`src/rtl/expr_gen_if.sv`:
```
// Byte-stream handshake between the expression generator and its consumer.
// The master drives the character, valid and last flags; the slave drives ready.
interface expr_gen_if;
  logic [7:0] out_data;
  logic       out_valid;
  logic       out_ready;
  logic       out_last;

  modport master (output out_data, output out_valid, output out_last, input out_ready);
  modport slave  (input out_data, input out_valid, input out_last, output out_ready);
endinterface

```
`src/rtl/expr_gen.sv`:
```
// Serializes a latched digit/operator record into an ASCII expression
// "d (op d)*", one character per valid/ready transfer.
module expr_gen #(
  parameter int MAX_TERMS = 8
) (
  input  logic                   clk,
  input  logic                   clr_n,
  input  logic                   start,
  input  logic [3:0]             terms,
  input  logic [4*MAX_TERMS-1:0] digits,
  input  logic [MAX_TERMS-2:0]   ops,
  expr_gen_if.master             bus,
  output logic                   busy,
  output logic                   done,
  output logic                   err
);

  typedef enum logic [1:0] {
    S_IDLE  = 2'd0,
    S_DIGIT = 2'd1,
    S_OP    = 2'd2,
    S_DONE  = 2'd3
  } state_t;

  state_t                 state_q;
  logic [3:0]             idx_q;
  logic [3:0]             terms_q;
  logic [4*MAX_TERMS-1:0] digits_q;
  logic [MAX_TERMS-2:0]   ops_q;
  logic [7:0]             out_data_q;
  logic                   out_valid_q;
  logic                   out_last_q;
  logic                   busy_q;
  logic                   done_q;
  logic                   err_q;

  logic [63:0]            dig_pad_s;
  logic [15:0]            ops_pad_s;
  logic [3:0]             idx_nx_s;
  logic                   xfer_s;

  function automatic logic req_ok(input logic [3:0] t, input logic [4*MAX_TERMS-1:0] d);
    logic ok;
    ok = 1'b1;
    if (t == 4'd0 || 32'(t) > MAX_TERMS) begin
      ok = 1'b0;
    end
    for (int i = 0; i < MAX_TERMS; i++) begin
      if (i < 32'(t) && d[4*i +: 4] > 4'd9) begin
        ok = 1'b0;
      end
    end
    return ok;
  endfunction

  function automatic logic [7:0] digit_char(input logic [3:0] nib);
    return 8'h30 + {4'h0, nib};
  endfunction

  // Zero-padded views let the running index select without width mismatches.
  assign dig_pad_s = {{(64-4*MAX_TERMS){1'b0}}, digits_q};
  assign ops_pad_s = {{(17-MAX_TERMS){1'b0}}, ops_q};
  assign idx_nx_s  = idx_q + 4'd1;
  assign xfer_s    = out_valid_q & bus.out_ready;

  always_ff @(posedge clk or negedge clr_n) begin
    if (!clr_n) begin
      state_q     <= S_IDLE;
      idx_q       <= 4'd0;
      terms_q     <= 4'd0;
      digits_q    <= '0;
      ops_q       <= '0;
      out_data_q  <= 8'h00;
      out_valid_q <= 1'b0;
      out_last_q  <= 1'b0;
      busy_q      <= 1'b0;
      done_q      <= 1'b0;
      err_q       <= 1'b0;
    end else begin
      done_q <= 1'b0;
      err_q  <= 1'b0;
      case (state_q)
        S_IDLE: begin
          if (start) begin
            terms_q  <= terms;
            digits_q <= digits;
            ops_q    <= ops;
            if (req_ok(terms, digits)) begin
              state_q     <= S_DIGIT;
              idx_q       <= 4'd0;
              busy_q      <= 1'b1;
              out_valid_q <= 1'b1;
              out_data_q  <= digit_char(digits[3:0]);
              out_last_q  <= (terms == 4'd1);
            end else begin
              err_q <= 1'b1;
            end
          end
        end
        S_DIGIT: begin
          if (xfer_s) begin
            if (out_last_q) begin
              state_q     <= S_DONE;
              out_valid_q <= 1'b0;
              out_data_q  <= 8'h00;
              out_last_q  <= 1'b0;
              done_q      <= 1'b1;
            end else begin
              state_q    <= S_OP;
              out_data_q <= ops_pad_s[idx_q] ? 8'h2A : 8'h2B;
              out_last_q <= 1'b0;
            end
          end
        end
        S_OP: begin
          if (xfer_s) begin
            state_q    <= S_DIGIT;
            idx_q      <= idx_nx_s;
            out_data_q <= digit_char(dig_pad_s[{idx_nx_s, 2'b00} +: 4]);
            out_last_q <= (idx_nx_s == terms_q - 4'd1);
          end
        end
        S_DONE: begin
          // busy stays up through the done pulse and drops on return to idle
          state_q <= S_IDLE;
          busy_q  <= 1'b0;
        end
        default: begin
          state_q     <= S_IDLE;
          idx_q       <= 4'd0;
          out_valid_q <= 1'b0;
          out_data_q  <= 8'h00;
          out_last_q  <= 1'b0;
          busy_q      <= 1'b0;
        end
      endcase
    end
  end

  assign bus.out_data  = out_data_q;
  assign bus.out_valid = out_valid_q;
  assign bus.out_last  = out_last_q;
  assign busy          = busy_q;
  assign done          = done_q;
  assign err           = err_q;

endmodule

```
`src/flat_wrapper.sv`:
```
// flat-port wrapper written by rule: the top's interface ports become plain ports
module expr_gen_flat 
#(
  parameter int MAX_TERMS = 8
)
  (clk, clr_n, start, terms, digits, ops, busy, done, err, bus_out_data, bus_out_valid, bus_out_last, bus_out_ready);
  expr_gen_if bus_i ();
  input  logic clk;
  input  logic clr_n;
  input  logic start;
  input  logic [3:0] terms;
  input  logic [4*MAX_TERMS-1:0] digits;
  input  logic [MAX_TERMS-2:0] ops;
  output logic busy;
  output logic done;
  output logic err;
  output wire logic [$bits(bus_i.out_data)-1:0] bus_out_data;
  output wire logic [$bits(bus_i.out_valid)-1:0] bus_out_valid;
  output wire logic [$bits(bus_i.out_last)-1:0] bus_out_last;
  input wire logic [$bits(bus_i.out_ready)-1:0] bus_out_ready;
  assign bus_out_data = bus_i.out_data;
  assign bus_out_valid = bus_i.out_valid;
  assign bus_out_last = bus_i.out_last;
  assign bus_i.out_ready = bus_out_ready;
  expr_gen #(.MAX_TERMS(MAX_TERMS)) u_core (.clk(clk), .clr_n(clr_n), .start(start), .terms(terms), .digits(digits), .ops(ops), .bus(bus_i), .busy(busy), .done(done), .err(err));
endmodule
```
`config.mk`:
```
export PLATFORM = sky130hd
export DESIGN_NAME = expr_gen_flat
export DESIGN_NICKNAME = d
export VERILOG_FILES = /design/src/rtl/expr_gen_if.sv /design/src/rtl/expr_gen.sv /design/src/flat_wrapper.sv
export SDC_FILE = /design/constraint.sdc
export NUM_CORES = 1
export LEC_CHECK = 0
export CORE_ASPECT_RATIO = 0.9
export CORE_MARGIN = 5
export CORE_UTILIZATION = 40
export DETAILED_ROUTE_END_ITERATION = 8
export GPL_ROUTABILITY_DRIVEN = 0
export GPL_TIMING_DRIVEN = 0
export PLACE_DENSITY = 0.69
export SYNTH_ARGS = -nofsm -noshare
export SYNTH_HDL_FRONTEND = slang
export SYNTH_SLANG_ARGS = --single-unit
```
`constraint.sdc`:
```
create_clock -name clk -period 3.95 [get_ports clk]
set_input_delay 0.9875 -clock clk [delete_from_list [all_inputs] [get_ports clk]]
set_output_delay 0.9875 -clock clk [all_outputs]
set_load 0.01 [all_outputs]
```
---- Yosys cells after proc, flatten, opt, wreduce, memory -nomap -nowiden ----
Index checks and enable logic that the tools add are counted.
cells by class
  add/subtract/negate cells ............... 4
  order comparisons ....................... 18
  equality and inequality tests ........... 10
  shift operators ......................... 1
  muxes and demuxes ....................... 47
  bitwise gates (word level) .............. 1
  reductions and logical operators ........ 21
operator list
  kind                                                                          count
  64-bit by 7-bit variable part select with 4-bit output                        1
  8-bit 2-to-1 mux                                                              5
  4-bit > comparator, second input constant                                     9
  1-bit 2-to-1 mux                                                              28
  8-bit one-hot mux with 3 select lines                                         1
  3-bit by 4-bit less-than comparator with 1-bit output, first input constant   4
  6-bit by 4-bit adder with 7-bit output, first input constant                  2
  4-bit 2-to-1 mux                                                              3
  5-bit AND reduction                                                           2
  1-bit logical AND                                                             8
  1-bit by 4-bit less-than comparator with 1-bit output, first input constant   2
  2-bit by 4-bit less-than comparator with 1-bit output, first input constant   2
  2-bit 2-to-1 mux                                                              4
  2-bit one-hot mux with 4 select lines                                         1
  4-bit one-hot mux with 2 select lines                                         1
  4-bit AND reduction                                                           2
  2-bit by 1-bit != test with 1-bit output, second input constant               3
  2-bit nonzero test                                                            3
  4-bit by 5-bit less-than comparator with 1-bit output, second input constant  1
  4-bit by 1-bit adder with 4-bit output, second input constant                 1
  1-bit binary-select mux with 4-bit select                                     1
  2-bit == test, second input constant                                          2
  4-bit by 1-bit == test with 1-bit output, second input constant               1
  4-bit == test                                                                 1
  12 further kinds                                                              14
word-level totals
  register bits after elaboration ......... 62
  input bits .............................. 47
  output and inout port bits .............. 13

---- Logic depth before layout (Yosys ltp) ----
  depth in word-level cells ............... 16
  gate-level depth with buffers ........... 8

---- Worst setup path after synthesis ----
OpenSTA, ideal clock, no wires.
  path type ............................... input to register
  start ................................... in terms[3]
  end ..................................... reg u_core.out_data_q[2] (netlist: u_core.bus.out_data[2])
  library setup time ...................... 125 ps
  arrival ................................. 2,787 ps
  required time ........................... 3,825 ps
  path slack .............................. 1,038 ps
  stages .................................. 8
  buffers on the path ..................... 2
  cell sequence ........................... buf_4 nor4b_2 o22ai_1 o32ai_4 a21oi_4 or3_1 buf_6 mux2_4
on the way
  word-level cells in the longest chain between the ends .. 15
  elaborated cells between the ends (all ways) .. 32
  those cells by class .................... 9 x order compare; 1 x eq/ne; 11 x mux; 11 x reduce/logical
RTL lines
  item                                                          line                RTL
  from (decl)                                                   flat_wrapper.sv:11  input logic [3:0] terms;
  4-bit > comparator / 4-bit zero test (equally long branches)  expr_gen.sv:45      if (t == 4'd0 || 32'(t) > MAX_TERMS) begin
  1-bit logical OR                                              expr_gen.sv:45
  1-bit 2-to-1 mux                                              expr_gen.sv:45
  1-bit 2-to-1 mux (7 in series)                                expr_gen.sv:49      if (i < 32'(t) && d[4*i +: 4] > 4'd9) begin
  1-bit 2-to-1 mux (*)                                          expr_gen.sv:49
  1-bit 2-to-1 mux (*)                                          expr_gen.sv:84      if (start) begin
  1-bit 2-to-1 mux (*)                                          expr_gen.sv:82      case (state_q)
  2-bit != test (no line) (*)                                   -
  5-bit AND reduction (no line) (*)                             -
  to (signal assigned)                                          expr_gen.sv:93      out_data_q <= digit_char(digits[3:0]);
  to (signal assigned)                                          expr_gen.sv:110     out_data_q <= ops_pad_s[idx_q] ? 8'h2A : 8'h2B;
  to (signal assigned)                                          expr_gen.sv:119     out_data_q <= digit_char(dig_pad_s[{idx_nx_s, 2'b00} +: 4]);
  to (decl)                                                     expr_gen.sv:30      logic [7:0] out_data_q;
Every way passes the cells marked *; elsewhere a longest branch is shown, timed or not. The select of a mux whose other input is x is not followed.
A chain may end at the register's enable or synchronous reset.

---- Worst setup path in the final report ----
  start ................................... in terms[2]
  end ..................................... reg u_core.out_data_q[2] (netlist: u_core.bus.out_data[2])
The elaborated chain is that of the path after synthesis.

==> impl_metrics.ini <==
[synthesis]
avgSynthCellArea_um2 = 12.5
ys_ff_latch = 60
synth_cell_type_count = 42
synth_cells = 247
synth.area.top_cells = dfrtp_1 49%, mux2_2 15%, mux4_2 5.8%, mux2i_1 4.5%, ha_1 2.8%
yosysTopAreaCell = dfrtp_1
synth_area_um2 = 3080
synth_top_area_frac = 0.487
yosysSeqAreaShare = 0.487
synth_ff_type = dfrtp_1
synth_edf_count = 0
async_reset_ff_frac = 1.00
ys_warn_count = 0

[global_route]
grt-ovfl-total = 0
first_global_vias = 2298
antenna_found_initial = 0
grt_pass1_wl_um = 11400
grt_usage = 0.157
grt_max_degree = 35

[route]
post_drt_wl_per_cell_um = 17.0
drt_iter0_drc = 54
drtAntennaViolNets = 0
dr.pass1.iters = 5
drt_wl_total_um = 7090
drc = 0
dr_total_vias = 2178
via_per_inst = 5.22

[hold_path]
min_path_type = flip-flop to flip-flop
hp-start = u_core.digits_q[28]

[final_layout]
ff_latch_area_um2 = 1500
layout.nets = 370
area_growth_syn_to_layout_pct = 28.4
multi_input_area_um2 = 1460
drive_gt1_frac = 0.240
final_common_cell = dfrtp_1
n_fill_cell = 662
diodes = 0
layout_common_cells = 60 x dfrtp_1, 55 x clkdlybuf4s50_1, 42 x mux2_2

[setup_path]
critical_path_class = input pin to flip-flop
critPathLaunch = terms[2]
cp-start-kind = input pin
path_max_fanout = 10
reg2reg_from = u_core.idx_q[0]
critPathCaptureType = flip-flop
arrival_ns = 3.48
cp_data_required_time_ns = 4.18

[sta]
hold_viol = 0
fin_ws_ns = 0.698
worst_pin_slew_ns = 0.702
final-setup-viol-count = 0
period_share = 0.823
slew_headroom = 0.527
fin_crit_ns = 3.25
timing.fmax_ghz = 0.307
drv_slew = 0
hold_ws_ns = 0.507
rsz0062_at_grt = no
fin_skew_ns = 0.00833

[place]
place_hpwl_um = 5480
portBuffers = 56
pre_cts_slack_ns = 0.372

[clock_network]
cts_tree = yes
cts-root-buf = clkbuf_8
postCtsSetupRepairBufs = 0
clk_latency_ns = 0.35
holdBufCountCts = 0
cts_resized = 0
numClockSinks = 60
cts_buffer_depth = 2
clk_pin_slew_worst_paths_ns = 0.07
cts_buffers = 9
cts_max_level = 3

[floorplan]
die_h_um = 93.3
die_w_um = 103
ios = 60
core_area_um2 = 7540
die_area_um2 = 9570
placementRows = 30
start_util = 0.409

[power_and_ir_drop]
leakage_nw = 1.66
power.density_nw_per_um2 = 748
peakVddDrop_mv = 0.285

[run]
maxCapViolCount = 0

[status]
outcome = finished, final reports clean
cells by family (layout without fill, tap and decap cells):
kind of cell	Yosys count	after routing	synth area share
multiplexers	66	66	0.266
AND/OR/NAND/NOR	36	36	0.0604
XOR/XNOR	7	7	0.0199
adder cells (fa/ha/maj)	7	7	0.0284
AO/OA/AOI/OAI	41	41	0.0962
flip-flops	60	60	0.487
buffers and inverters	29	102	0.0414
other	1	2	0.00122
sequential cells by signal (all words and copies together), names as in the netlist:
name,count
u_core.err,1
u_core.state_q,2
u_core.terms_q,4
u_core.ops_q,7
u_core.bus.out_last,1
u_core.bus.out_data,6
u_core.busy,1
u_core.idx_q,4
u_core.digits_q,32
u_core.done,1
u_core.bus.out_valid,1
worst max-delay path, stage by stage:
cell and delay [ns]:
clkdlybuf4s50_1 0.66, nor4b_2 0.25, o22ai_1 0.15, o32ai_4 0.42, a21oi_4 0.16, or3_1 0.39, buf_6 0.16, mux2_4 0.29
area by class of cell:
type / instances / area share
clock buffer: 9 / 0.0313
clock inverter: 7 / 0.0130
timing repair buffer: 57 / 0.145
tap: 96 / 0.0303
multi-input combinational: 159 / 0.369
buffer: 12 / 0.0161
sequential: 60 / 0.379
inverter: 17 / 0.0161
power by group:
group | internal (mW) | switching, mW | total [mW]
sequential | 0.909 | 0.169 | 1.08
clock | 0.230 | 0.265 | 0.495
combinational | 0.757 | 0.634 | 1.39
total | 1.90 | 1.07 | 2.96
path summary, 6_finish.rpt:
check,end,slack [ns],cells past startpoint
worst min-delay path,u_core.digits_q[28],0.51,1
worst max register to register,u_core.bus.out_data[0],1.45,7
min in group asynchronous,u_core.done,0.66,1
worst min register to register,u_core.digits_q[28],0.51,1
max in group asynchronous,u_core.terms_q[1],2.69,2
worst max-delay path,u_core.bus.out_data[2],0.70,8
cells in the mapped netlist, drive strengths merged, types with 2 or more instances:
library cell   n
o21ai         13
a21oi          3
clkbuf         7
o22ai          6
mux2          44
dfrtp         60
nor3b          3
inv           17
xnor2          4
o41ai          3
o211ai         3
a31oi          3
a21boi         2
mux4           8
mux2i         14
o31ai          2
xor2           3
nor4b          2
nand2         10
ha             7
nor2          12
nand3          3
a2111oi        2
buf            5
metal layers:
layer,track usage,vias to the layer above,part of all wire
met2,0.229,72,0.44
met4,0.0404,0,0.012
li1,-,1034,-
met3,0.0567,10,0.068
met1,0.221,1062,0.48
met5,0,-,0
per-stage QoR:
stage	TNS, ns	total power, mW	utilization	instance area, um2	instances
after detailed placement	0	2.49	0.501	3780	401
after CTS	0	2.99	0.525	3960	417
after global placement	-2.41	2.44	0.500	3770	400
after floorplan	0	2.06	-	3090	248
final	0	2.96	0.525	3960	417
after global routing	0	3.17	0.525	3960	417
(Power assumes the default switching activity.)
